### src/rtl/oric_sdram_bridge.sv
// ---------------------------------------------------------------------------
// oric_sdram_bridge
//
// Bridges the Oric's asynchronous-looking RAM bus (sampled in the 72 MHz SDRAM
// clock domain) onto a toggle-handshake SDRAM port. A rising read or write
// select, or a read-address change, starts one SDRAM access. A request is a
// toggle of port_req. The access completes when port_ack equals port_req.
//
// Ports
//   clk          SDRAM-side clock, all logic on its rising edge
//   reset        synchronous active-high reset
//   ram_cs/oe/we Oric RAM select, read enable, write enable
//   ram_ad       Oric byte address
//   ram_d        Oric write data
//   ram_q        read data returned to the Oric (registered, holds last value)
//   port_req     toggle request to the SDRAM port
//   port_ack     toggle acknowledge from the SDRAM port
//   port_a       latched byte address
//   port_ds      byte strobes (11 read, 01 even-byte write, 10 odd-byte write)
//   port_we      latched write flag
//   port_d       write data, the byte replicated into both halves
//   port_q       SDRAM read word
//   busy         access outstanding or a trigger pending
//   timeout_err  sticky: some access was abandoned for lack of an ack
//
// Parameter
//   TIMEOUT      WAIT_ACK cycles before an access is abandoned (2..255)
// ---------------------------------------------------------------------------
module oric_sdram_bridge #(
  parameter int unsigned TIMEOUT = 255
) (
  input  logic        clk,
  input  logic        reset,
  input  logic        ram_cs,
  input  logic        ram_oe,
  input  logic        ram_we,
  input  logic [15:0] ram_ad,
  input  logic [7:0]  ram_d,
  output logic [7:0]  ram_q,
  output logic        port_req,
  input  logic        port_ack,
  output logic [15:0] port_a,
  output logic [1:0]  port_ds,
  output logic        port_we,
  output logic [15:0] port_d,
  input  logic [15:0] port_q,
  output logic        busy,
  output logic        timeout_err
);

  localparam logic [7:0] TIMEOUT_C = 8'(TIMEOUT);

  typedef enum logic [0:0] {
    ST_IDLE     = 1'b0,
    ST_WAIT_ACK = 1'b1
  } state_t;

  state_t      state_q, state_d;

  // Bus history for edge / address-change detection
  logic        rd_old_q;
  logic        wr_old_q;
  logic [15:0] ad_old_q;

  // Datapath registers and their next-state values
  logic        pending_q,     pending_d;
  logic [7:0]  timer_q,       timer_d;
  logic [7:0]  rdata_q,       rdata_d;
  logic        port_req_q,    port_req_d;
  logic [15:0] port_a_q,      port_a_d;
  logic [1:0]  port_ds_q,     port_ds_d;
  logic        port_we_q,     port_we_d;
  logic [15:0] port_d_q,      port_d_d;
  logic        busy_q,        busy_d;
  logic        timeout_err_q, timeout_err_d;

  logic        rd_s;
  logic        wr_s;
  logic        trigger_s;
  logic        start_s;
  logic        ack_match_s;
  logic [7:0]  timer_inc_s;
  logic        expire_s;

  // Byte strobes for an access: both bytes on read, one byte on write
  function automatic logic [1:0] strobes(input logic we, input logic a0);
    logic [1:0] ds;
    if (!we) begin
      ds = 2'b11;
    end else if (a0) begin
      ds = 2'b10;
    end else begin
      ds = 2'b01;
    end
    return ds;
  endfunction

  assign rd_s        = ram_cs & ram_oe;
  assign wr_s        = ram_cs & ram_we;
  assign trigger_s   = (rd_s & ~rd_old_q) | (wr_s & ~wr_old_q) |
                       (rd_s & (ram_ad != ad_old_q));
  assign start_s     = trigger_s | pending_q;
  assign ack_match_s = (port_ack == port_req_q);
  assign timer_inc_s = timer_q + 8'd1;
  // Expiry is the TIMEOUT-th WAIT_ACK cycle without a matching ack
  assign expire_s    = ~ack_match_s & (timer_inc_s == TIMEOUT_C);

  // Bus history, refreshed every cycle; cleared so held inputs retrigger after reset
  always_ff @(posedge clk) begin
    if (reset) begin
      rd_old_q <= 1'b0;
      wr_old_q <= 1'b0;
      ad_old_q <= 16'h0000;
    end else begin
      rd_old_q <= rd_s;
      wr_old_q <= wr_s;
      ad_old_q <= ram_ad;
    end
  end

  // FSM state register
  always_ff @(posedge clk) begin
    if (reset) begin
      state_q <= ST_IDLE;
    end else begin
      state_q <= state_d;
    end
  end

  // FSM next-state logic
  always_comb begin
    state_d = state_q;
    case (state_q)
      ST_IDLE: begin
        if (start_s) begin
          state_d = ST_WAIT_ACK;
        end else begin
          state_d = ST_IDLE;
        end
      end
      ST_WAIT_ACK: begin
        if (ack_match_s || expire_s) begin
          state_d = ST_IDLE;
        end else begin
          state_d = ST_WAIT_ACK;
        end
      end
      default: begin
        state_d = ST_IDLE;
      end
    endcase
  end

  // FSM output / datapath next-value logic
  always_comb begin
    pending_d     = pending_q;
    timer_d       = timer_q;
    rdata_d       = rdata_q;
    port_req_d    = port_req_q;
    port_a_d      = port_a_q;
    port_ds_d     = port_ds_q;
    port_we_d     = port_we_q;
    port_d_d      = port_d_q;
    timeout_err_d = timeout_err_q;
    case (state_q)
      ST_IDLE: begin
        if (start_s) begin
          // Inputs are sampled now, so a merged pending trigger uses current values.
          // Request = ~ack is a toggle while in sync and stays a real request
          // even if a stale ack toggle lands on this very cycle.
          port_a_d   = ram_ad;
          port_we_d  = ram_we;
          port_d_d   = {ram_d, ram_d};
          port_ds_d  = strobes(ram_we, ram_ad[0]);
          port_req_d = ~port_ack;
          pending_d  = 1'b0;
          timer_d    = 8'd0;
        end else begin
          // Track the ack so a late toggle from an abandoned access is absorbed
          port_req_d = port_ack;
        end
      end
      ST_WAIT_ACK: begin
        if (trigger_s) begin
          pending_d = 1'b1;
        end else begin
          pending_d = pending_q;
        end
        if (ack_match_s) begin
          if (!port_we_q) begin
            rdata_d = port_a_q[0] ? port_q[15:8] : port_q[7:0];
          end else begin
            rdata_d = rdata_q;
          end
        end else if (expire_s) begin
          timeout_err_d = 1'b1;
          port_req_d    = port_ack;
          if (!port_we_q) begin
            rdata_d = 8'hFF;
          end else begin
            rdata_d = rdata_q;
          end
        end else begin
          timer_d = timer_inc_s;
        end
      end
      default: begin
        pending_d = 1'b0;
        timer_d   = 8'd0;
      end
    endcase
    busy_d = (state_d == ST_WAIT_ACK) | pending_d;
  end

  // Datapath and output registers
  always_ff @(posedge clk) begin
    if (reset) begin
      pending_q     <= 1'b0;
      timer_q       <= 8'd0;
      rdata_q       <= 8'h00;
      port_req_q    <= port_ack;
      port_a_q      <= 16'h0000;
      port_ds_q     <= 2'b11;
      port_we_q     <= 1'b0;
      port_d_q      <= 16'h0000;
      busy_q        <= 1'b0;
      timeout_err_q <= 1'b0;
    end else begin
      pending_q     <= pending_d;
      timer_q       <= timer_d;
      rdata_q       <= rdata_d;
      port_req_q    <= port_req_d;
      port_a_q      <= port_a_d;
      port_ds_q     <= port_ds_d;
      port_we_q     <= port_we_d;
      port_d_q      <= port_d_d;
      busy_q        <= busy_d;
      timeout_err_q <= timeout_err_d;
    end
  end

  assign ram_q       = rdata_q;
  assign port_req    = port_req_q;
  assign port_a      = port_a_q;
  assign port_ds     = port_ds_q;
  assign port_we     = port_we_q;
  assign port_d      = port_d_q;
  assign busy        = busy_q;
  assign timeout_err = timeout_err_q;

endmodule

### config.mk
export PLATFORM = sky130hd
export DESIGN_NAME = oric_sdram_bridge
export DESIGN_NICKNAME = d
export VERILOG_FILES = /design/src/rtl/oric_sdram_bridge.sv
export SDC_FILE = /design/constraint.sdc
export NUM_CORES = 1
export LEC_CHECK = 0
export BUFFER_PORTS_ARGS = -buffer_cell sky130_fd_sc_hd__buf_2
export CORE_MARGIN = 3
export CORE_UTILIZATION = 53
export CTS_CLUSTER_SIZE = 8
export DETAILED_ROUTE_END_ITERATION = 6
export PLACE_DENSITY = 0.84
export SLEW_MARGIN = 40
export SYNTH_ARGS = -nofsm -noshare
export SYNTH_HDL_FRONTEND = slang
export SYNTH_SLANG_ARGS = --single-unit
### constraint.sdc
create_clock -name clk -period 6.4 [get_ports clk]
set_clock_uncertainty 0.05 [all_clocks]
set_input_delay 0 -clock clk [delete_from_list [all_inputs] [get_ports clk]]
set_output_delay 0 -clock clk [all_outputs]
set_load 0.02 [all_outputs]
==> out/metrics.yaml, run 1 <==
global_route:
  busiest_layer: "met2"
  globalRouteOverflowTotal: 0
  grt_pass1_vias: 2564
  grt_max_degree: 65
  grt_usage: 0.246
  use_met1: 0.275
  grt_use_met2: 0.440
  grt_use_met3: 0.0418
  antenna_found_initial: 0
  grt_pass1_wl_um: 11800
floorplan:
  start_util: 0.561
  core_sq_um: 4820
  die-area_sq_um: 5990
  die_h_um: 77.4
  ioPinCount: 92
  die_x_um: 77.4
  placementRows: 25
sta:
  slew_viol_final: 0
  setup-violations-final: 0
  fin_crit_sh: 0.389
  max_freq_mhz: 402
  tns_ps: 0
  hold_viol: 1
  rsz0062_at_grt: "no"
  max_slew_margin: 0.522
  fin_crit_ps: 2490
  tightest_slew_ps: 717
  fin_hold_ws_ps: -17.3
clocking:
  cts_tree: "yes"
  clk_latency_ps: 340
  root_buffer: "clkbuf_8"
  cts_buffer_depth: 2
  h-tree-depth: 3
  cts_sinks: 66
  cts_buffers: 9
  clk_pin_slew_ps: 60
  postCtsResizedCells: 0
run:
  drv_cap: 0
place:
  gp_congestion: 0.822
  post-dp-hpwl_um: 4040
  io_buffers: 91
setup_path:
  required_ps: 6620
  crit_fanout: 16
  path_class: "in -> reg"
  worstPathArrival_ps: 2710
  crit_path_end_kind: "flop"
  cp-start-kind: "input port"
cells_and_area:
  area_delta_synth_final_pct: 40.2
  antenna_cells: 0
  mostFrequentLayoutCell: "buf_2"
  layout_common_cells: "buf_2, dfxtp_1, dlygate4sd3_1, nand2_1, nor2_1"
  drive_gt1_frac: 0.288
  fin_nets: 460
detailed_routing:
  drt_drc_violations_left: 0
  ant_nets: 0
  wl_per_cell_um: 14.8
  dr.pass1.iters: 4
  drt_wl_total_um: 7170
  drt_iter0_drc: 115
  via_per_inst: 5.15
  vias: 2487
synthesis:
  syn-cell-area_sq_um: 2700
  synth.net_count: 334
  syn_avg_cell_area_sq_um: 9.45
  synth_seq_cells: 66
  synth_top_area_cell: "dfxtp_1"
  synthDistinctLibCells: 42
  ys_seq_area_frac: 0.493
  synth.yosys.warnings: 0
  synthTopCellsByArea: "dfxtp_1, mux2i_1, nand2_1"
  synth_top_area_frac: 0.481
  synthCells: 286
power:
  total_power_uw: 995
  p_leak_uw: 0.00165
  p_per_area_nw_per_um2: 262
  peakVddDrop_mv: 0.164
status:
  violations: "negative hold slack"
  status: "finished, violations left"
hold_path:
  hold_class: "in -> reg"
state kept, by name, summed over array words and instances (netlist names):
signal       flops
ram_q            8
rd_old_q         1
state_q          1
wr_old_q         1
pending_q        1
ad_old_q        16
port_we          1
port_d           8
port_a          16
timeout_err      1
busy             1
port_req         1
timer_q          8
port_ds          2
logic make-up (layout without fill, tap and decap cells):
kind of cell	count (synthesis)	in the layout	share of synthesized area
multiplexers	17	17	0.0634
flip-flops	66	66	0.493
AO/OA/AOI/OAI	46	46	0.119
buffers and inverters	23	153	0.0440
AND/OR/NAND/NOR	111	111	0.204
XOR/XNOR	21	21	0.0681
adder cells (fa/ha/maj)	2	2	0.00926
stage by stage:
stage	util	instance area (sq um)	std cells	setup slack [ps]
after floorplan	-	2700	286	4220
after global routing	0.787	3790	483	3760
after detailed placement	0.654	3150	424	3830
after global placement	0.653	3150	424	3910
after CTS	0.785	3780	483	3730
final	0.787	3790	483	3910
critical path: stages:
cell and delay, ps:
dlygate4sd3_1 530, buf_2 160, xnor2_1 180, nand4_1 140, nor4_2 570, a211oi_4 250, buf_4 270, nor3b_4 370
mux2_2 230
synthesized netlist by cell type:
cell type and count:
or3_1 1, nor2b_1 16, a211o_1 3, a21o_2 2
a2111oi_2 1, nor3b_4 1, edfxtp_1 1, a211oi_1 8
nand3b_1 1, nor3b_1 2, buf_2 2, clkbuf_1 10
a21o_1 1, a31oi_1 1, a211oi_2 1, nand2_1 42
a21oi_4 1, o21ai_0 1, mux2_2 1, a2111o_1 1
and2_2 1, nand2b_1 3, a22o_2 2, ha_1 2
nand3_1 3, mux2i_1 16, buf_1 1, buf_4 8
nand3_2 2, nand4_1 4, or3_4 1, o2bb2ai_1 1
dfxtp_1 65, a21oi_1 23, inv_1 2, nor4b_1 1
xor2_1 4, nor3_1 6, and3_1 2, nor4_1 1
xnor2_1 17, nor2_1 24
layout make-up:
| class | count | area (sq um) |
|---|---|---|
| clock buffer | 12 | 155 |
| clock inverter | 3 | 40.0 |
| fill | 320 | 1030 |
| inverter | 2 | 7.51 |
| multi-input combinational | 197 | 1270 |
| sequential | 66 | 1330 |
| tap | 67 | 83.8 |
| timing repair buffer | 136 | 906 |
path summary, 6_finish.rpt:
check                                        startpoint                 endpoint  slack [ps]  cells after the start
worst max-delay path                          ram_ad[0]  timer_q[0]$_SDFFE_PP0P_        3910                      9
worst max register to register  timer_q[1]$_SDFFE_PP0P_  timer_q[5]$_SDFFE_PP0P_        3950                      7
worst min-delay path                          port_q[0]    ram_q[0]$_SDFFE_PP0P_         -20                      3
worst min register to register   port_a[4]$_SDFFE_PP0P_   port_a[4]$_SDFFE_PP0P_         400                      2
power breakdown:
group,internal (uW),switching [uW],leakage (uW),total (uW)
Sequential,439,18.4,0.000544,458
Clock,198,152,0.000102,350
Combinational,81.9,105,0.00101,187
Total,719,275,0.00165,995
metal layers:
metal  up-vias  wire, um
met2        91      3680
met1      1157      2870
met3        27       340
met5         -         0
met4         0       279
li1       1212         -
repair_timing:
action                                 4_1_cts  5_1_grt
hold buffers                                44        0
endpoints found under the hold margin       53        0
setup buffers                                0        0
(Power assumes the default switching activity.)
==> run 2, diff against run 1 <==
CORE_UTILIZATION = 45   (was 53)
PLACE_DENSITY = 0.76   (was 0.84)
clock period = 2 ns   (was 6.4 ns; I/O delays follow)
==> run 2 against run 1 <==
Net effect:
- the run ends with negative setup slack left
- clock power increased to 3.5 times the previous value
- setup slack got worse by 4000 ps
- sequential cell count is the same
- die area up 16%
- count of clock-buffer cells in the layout grew 1
- worst hold slack better by 19 ps
- global-route usage decreased by 4.1 points
- sequential power increased to 3.2 times the previous value
==> out/metrics.yaml, run 2 (synthesis gave the netlist of run 1 again) <==
global_route:
  antenna_found_initial: 0
  grt_pass1_vias: 2563
  grt_use_met2: 0.348
  grt_usage: 0.206
  globalRouteOverflowTotal: 0
  grt_max_degree: 32
  grt_pass1_wl_um: 11600
  busiest_layer: "met2"
  grt_use_met3: 0.0652
  use_met1: 0.243
sta:
  setup_ws_ps: -126
  max_freq_mhz: 470
  rsz0062_at_grt: "yes"
  max_slew_margin: 0.604
  tightest_slew_ps: 592
  slew_viol_final: 0
  setup-violations-final: 17
  fin_crit_sh: 1.06
  hold_viol: 0
  fin_crit_ps: 2130
  tns_ps: -1140
power:
  p_seq_frac: 0.440
  intPower_uw: 2420
  power_frac_comb: 0.192
  p_leak_uw: 0.00179
  swShare: 0.273
  peakVddDrop_mv: 0.517
  p_switching_uw: 909
  total_power_uw: 3330
  p_clk_frac: 0.368
  p_per_area_nw_per_um2: 821
floorplan:
  placementRows: 27
  die_h_um: 83.5
  die-area_sq_um: 6970
  core_sq_um: 5640
  die_x_um: 83.5
  ioPinCount: 92
  start_util: 0.479
setup_path:
  required_ps: 2180
  crit_path_end_kind: "flop"
  path_class: "reg -> reg"
  worstPathArrival_ps: 2310
  cp-start-kind: "flop"
  crit_fanout: 5
place:
  io_buffers: 91
  gp_congestion: 0.799
  post_dp_cell_area_sq_um: 3360
  dp.cells: 449
  post-dp-hpwl_um: 4420
cells_and_area:
  area_delta_synth_final_pct: 50.2
  fin_nets: 481
  mostFrequentLayoutCell: "buf_2"
  final_area_sq_um: 4060
  final_util: 0.719
  final_cells: 510
  nFillCells: 412
  antenna_cells: 0
  drive_gt1_frac: 0.349
  layout_common_cells: "buf_2, dfxtp_1, nand2_1, dlygate4sd3_1"
detailed_routing:
  drt_iter0_drc: 72
  ant_nets: 0
  dr.pass1.iters: 4
  drt_wl_total_um: 6920
  via_per_inst: 4.84
  wl_per_cell_um: 13.6
  vias: 2466
  drt_drc_violations_left: 0
clocking:
  cts_buffers: 9
  h-tree-depth: 3
  root_buffer: "clkbuf_8"
  cts_buffer_depth: 2
  cts_sinks: 66
  cts_tree: "yes"
  clk_pin_slew_ps: 70
  clk_latency_ps: 340
status:
  status: "finished, violations left"
  violations: "negative setup slack"
run:
  drv_cap: 0
hold_path:
  hold_class: "in -> reg"
==> run 2: layout make-up <==
cell class / count / area (sq um) / area share
clock buffer: 13 / 180 / 0.0444
clock inverter: 3 / 43.8 / 0.0108
inverter: 2 / 7.51 / 0.00185
multi-input combinational: 197 / 1320 / 0.326
sequential: 66 / 1330 / 0.329
tap: 72 / 90.1 / 0.0222
timing repair buffer: 157 / 1080 / 0.266
==> run 2: metal layers <==
layer | up-vias | part of all wire
met5 | - | 0
met4 | 0 | 0.013
met3 | 7 | 0.056
met2 | 70 | 0.49
met1 | 1132 | 0.44
li1 | 1257 | -
==> run 2: final timing paths <==
path / startpoint / endpoint / slack, ps / cells past startpoint
min: port_q[10] / ram_q[2]$_SDFFE_PP0P_ / 2 / 3
min reg2reg: port_a[3]$_SDFFE_PP0P_ / port_a[3]$_SDFFE_PP0P_ / 400 / 2
max reg2reg: timer_q[1]$_SDFFE_PP0P_ / timer_q[3]$_SDFFE_PP0P_ / -130 / 8
max: timer_q[1]$_SDFFE_PP0P_ / timer_q[3]$_SDFFE_PP0P_ / -130 / 8
==> run 2: per-stage QoR <==
stage | setup slack, ps | hold WS (ps)
final | -126 | 2.05
after global routing | -201 | 35.9
after CTS | -118 | 2.34
after detailed placement | -125 | 193
after global placement | -59.9 | 184
after floorplan | -66.0 | 78.2
==> run 2: repair_timing <==
action                                 in CTS  in global routing
buffers inserted                            2                  1
setup endpoints to repair                  16                 18
endpoints found under the hold margin      54                  0
hold buffers                               42                  0
resized for setup                           3                  5
cloned                                      0                  0
pin swaps                                   5                  4
==> run 2: power groups by stage <==
| stage | combinational [uW] | clock, uW | sequential (uW) |
|---|---|---|---|
| global placement | 539 | 0 | 1490 |
| CTS | 629 | 1240 | 1460 |
| detailed placement | 553 | 0 | 1490 |
| global route | 699 | 1310 | 1480 |
| floorplan | 285 | 0 | 1560 |
| finish | 640 | 1230 | 1460 |
==> run 2: worst max-delay path, cell delays in order (launching register included) <==
cell and delay, ps:
dfxtp_2 350, ha_4 140, nand3_2 70, or3_4 340, buf_4 150, a2111oi_4 370, or3_4 230, nor3_1 50
a211o_1 250
==> run 3, diff against run 2 <==
SETUP_SLACK_MARGIN = 0.4   (was default)
==> run 3 against run 2 <==
Net effect:
- the flow still finishes with violations (negative setup slack)
- sequential power hardly changed
- routed wire length rose by 53%
- combinational power is 41% higher
- critical path depth down 1
- count of clock-buffer cells in the layout unchanged
- register-to-register slack worse by 130 ps
- utilization up 9.4 points
- first-iteration DRC count increased by 68%
- die area is the same
- worst hold slack better by 27 ps
- setup slack lost 130 ps
- via count up 17%
- critical endpoint is now ram_q[3]$_SDFFE_PP0P_
- largest cell class is now multi-input combinational cells
- highest routed layer unchanged
==> out/metrics.yaml, run 3 (synthesis gave the netlist of run 1 again) <==
cells_and_area:
  mostFrequentLayoutCell: "buf_2"
  final_cells: 523
  layout_common_cells: "buf_2, dfxtp_1, dlygate4sd3_1, nand2_1, nor2_1"
  area_delta_synth_final_pct: 69.8
  fin_nets: 494
  drive_gt1_frac: 0.480
  final_util: 0.813
  nFillCells: 271
power:
  p_leak_uw: 0.00205
  p_per_area_nw_per_um2: 786
  peakVddDrop_mv: 0.656
  total_power_uw: 3610
status:
  violations: "negative setup slack"
  status: "finished, violations left"
detailed_routing:
  ant_nets: 0
  dr.pass1.iters: 4
  drt_drc_violations_left: 0
  drt_iter0_drc: 121
  vias: 2877
  drt_wl_total_um: 10600
  wl_per_cell_um: 20.3
  via_per_inst: 5.50
sta:
  max_freq_mhz: 443
  fin_hold_ws_ps: 28.6
  tightest_slew_ps: 734
  hold_viol: 0
  rsz0062_at_grt: "yes"
  slew_viol_final: 0
  fin_crit_sh: 1.13
  fin_crit_ps: 2260
  setup_ws_ps: -256
  setup-violations-final: 21
  max_slew_margin: 0.509
hold_path:
  hold_class: "in -> reg"
  min_from: "port_q[10]"
place:
  io_buffers: 91
  post-dp-hpwl_um: 4520
  gp_congestion: 0.870
  dp.cells: 450
global_route:
  grt_usage: 0.272
  globalRouteOverflowTotal: 0
  grt_pass1_vias: 2949
  grt_pass1_wl_um: 14900
  antenna_found_initial: 0
  grt_max_degree: 30
floorplan:
  ioPinCount: 92
  placementRows: 27
  core_sq_um: 5640
  die-area_sq_um: 6970
  die_x_um: 83.5
  die_h_um: 83.5
  start_util: 0.479
clocking:
  clk_pin_slew_ps: 70
  cts_tree: "yes"
  root_buffer: "clkbuf_8"
  h-tree-depth: 3
  cts_buffer_depth: 2
  clk_latency_ps: 350
  cts_sinks: 66
  cts_buffers: 9
setup_path:
  crit_fanout: 8
  path_class: "reg -> reg"
  cp-start-kind: "flop"
  crit_path_end_kind: "flop"
  required_ps: 2190
  rr_startpoint: "timer_q[0]$_SDFFE_PP0P_"
  worstPathArrival_ps: 2440
  cp-startpoint: "timer_q[0]$_SDFFE_PP0P_"
  reg2reg_slack_ps: -260
run:
  drv_cap: 0
## run 3: changes by cell type in the layout (fill, tap and decap cells not counted), sizes merged
cell,change
diode,+1
clkbuf,+1
clkinv,-1
buf,+11
dlygate4sd3,+1
## run 3: layout make-up
type	count	area, sq um	area share
inverter	2	7.51	0.00164
clock buffer	13	169	0.0368
clock inverter	2	35.0	0.00763
timing repair buffer	170	1330	0.289
antenna	1	2.50	0.000545
multi-input combinational	197	1620	0.353
sequential	66	1340	0.293
tap	72	90.1	0.0196
## run 3: final timing paths
| kind | endpoint | cells past startpoint |
|---|---|---|
| max reg2reg | ram_q[3]$_SDFFE_PP0P_ | 7 |
| max | ram_q[3]$_SDFFE_PP0P_ | 7 |
| min reg2reg | port_a[4]$_SDFFE_PP0P_ | 2 |
| min | ram_q[2]$_SDFFE_PP0P_ | 3 |
## run 3: metal layers
layer,track usage,wire length (um),vias to the layer above,part of all wire
met5,0,0,-,0
met4,0.140,469,0,0.044
met3,0.0652,590,46,0.056
met2,0.496,5600,129,0.53
met1,0.291,3950,1414,0.37
li1,-,-,1288,-
## run 3: power breakdown
group,internal (uW),switching (uW),leakage [uW]
Sequential,1410,84.8,0.000547
Clock,671,541,0.000106
Combinational,430,473,0.00140
Total,2510,1100,0.00205
## run 3: stage by stage
stage               setup TNS, ps  instance area [sq um]  worst slack, ps
floorplan                    -312                   2800            -65.7
global placement            -85.0                   3380            -26.2
detailed placement           -556                   3380            -88.0
CTS                          -775                   4420            -92.8
global route                -5620                   4590             -343
finish                      -2650                   4590             -256
## run 3: critical path: stages (launching register included)
cell and delay, ps:
dfxtp_4 370, ha_4 140, nand3_2 70, or3_4 370
a2111o_1 460, a21oi_4 320, nor2_1 100, a211oi_1 250
## run 3: timing repair
item | CTS | global route
setup buffers | 7 | 2
gates cloned | 4 | 1
hold buffers | 43 | 0
endpoints found under the hold margin | 55 | 0
gates resized for setup | 63 | 29
pin swaps | 15 | 16
endpoints found under the setup margin | 48 | 49
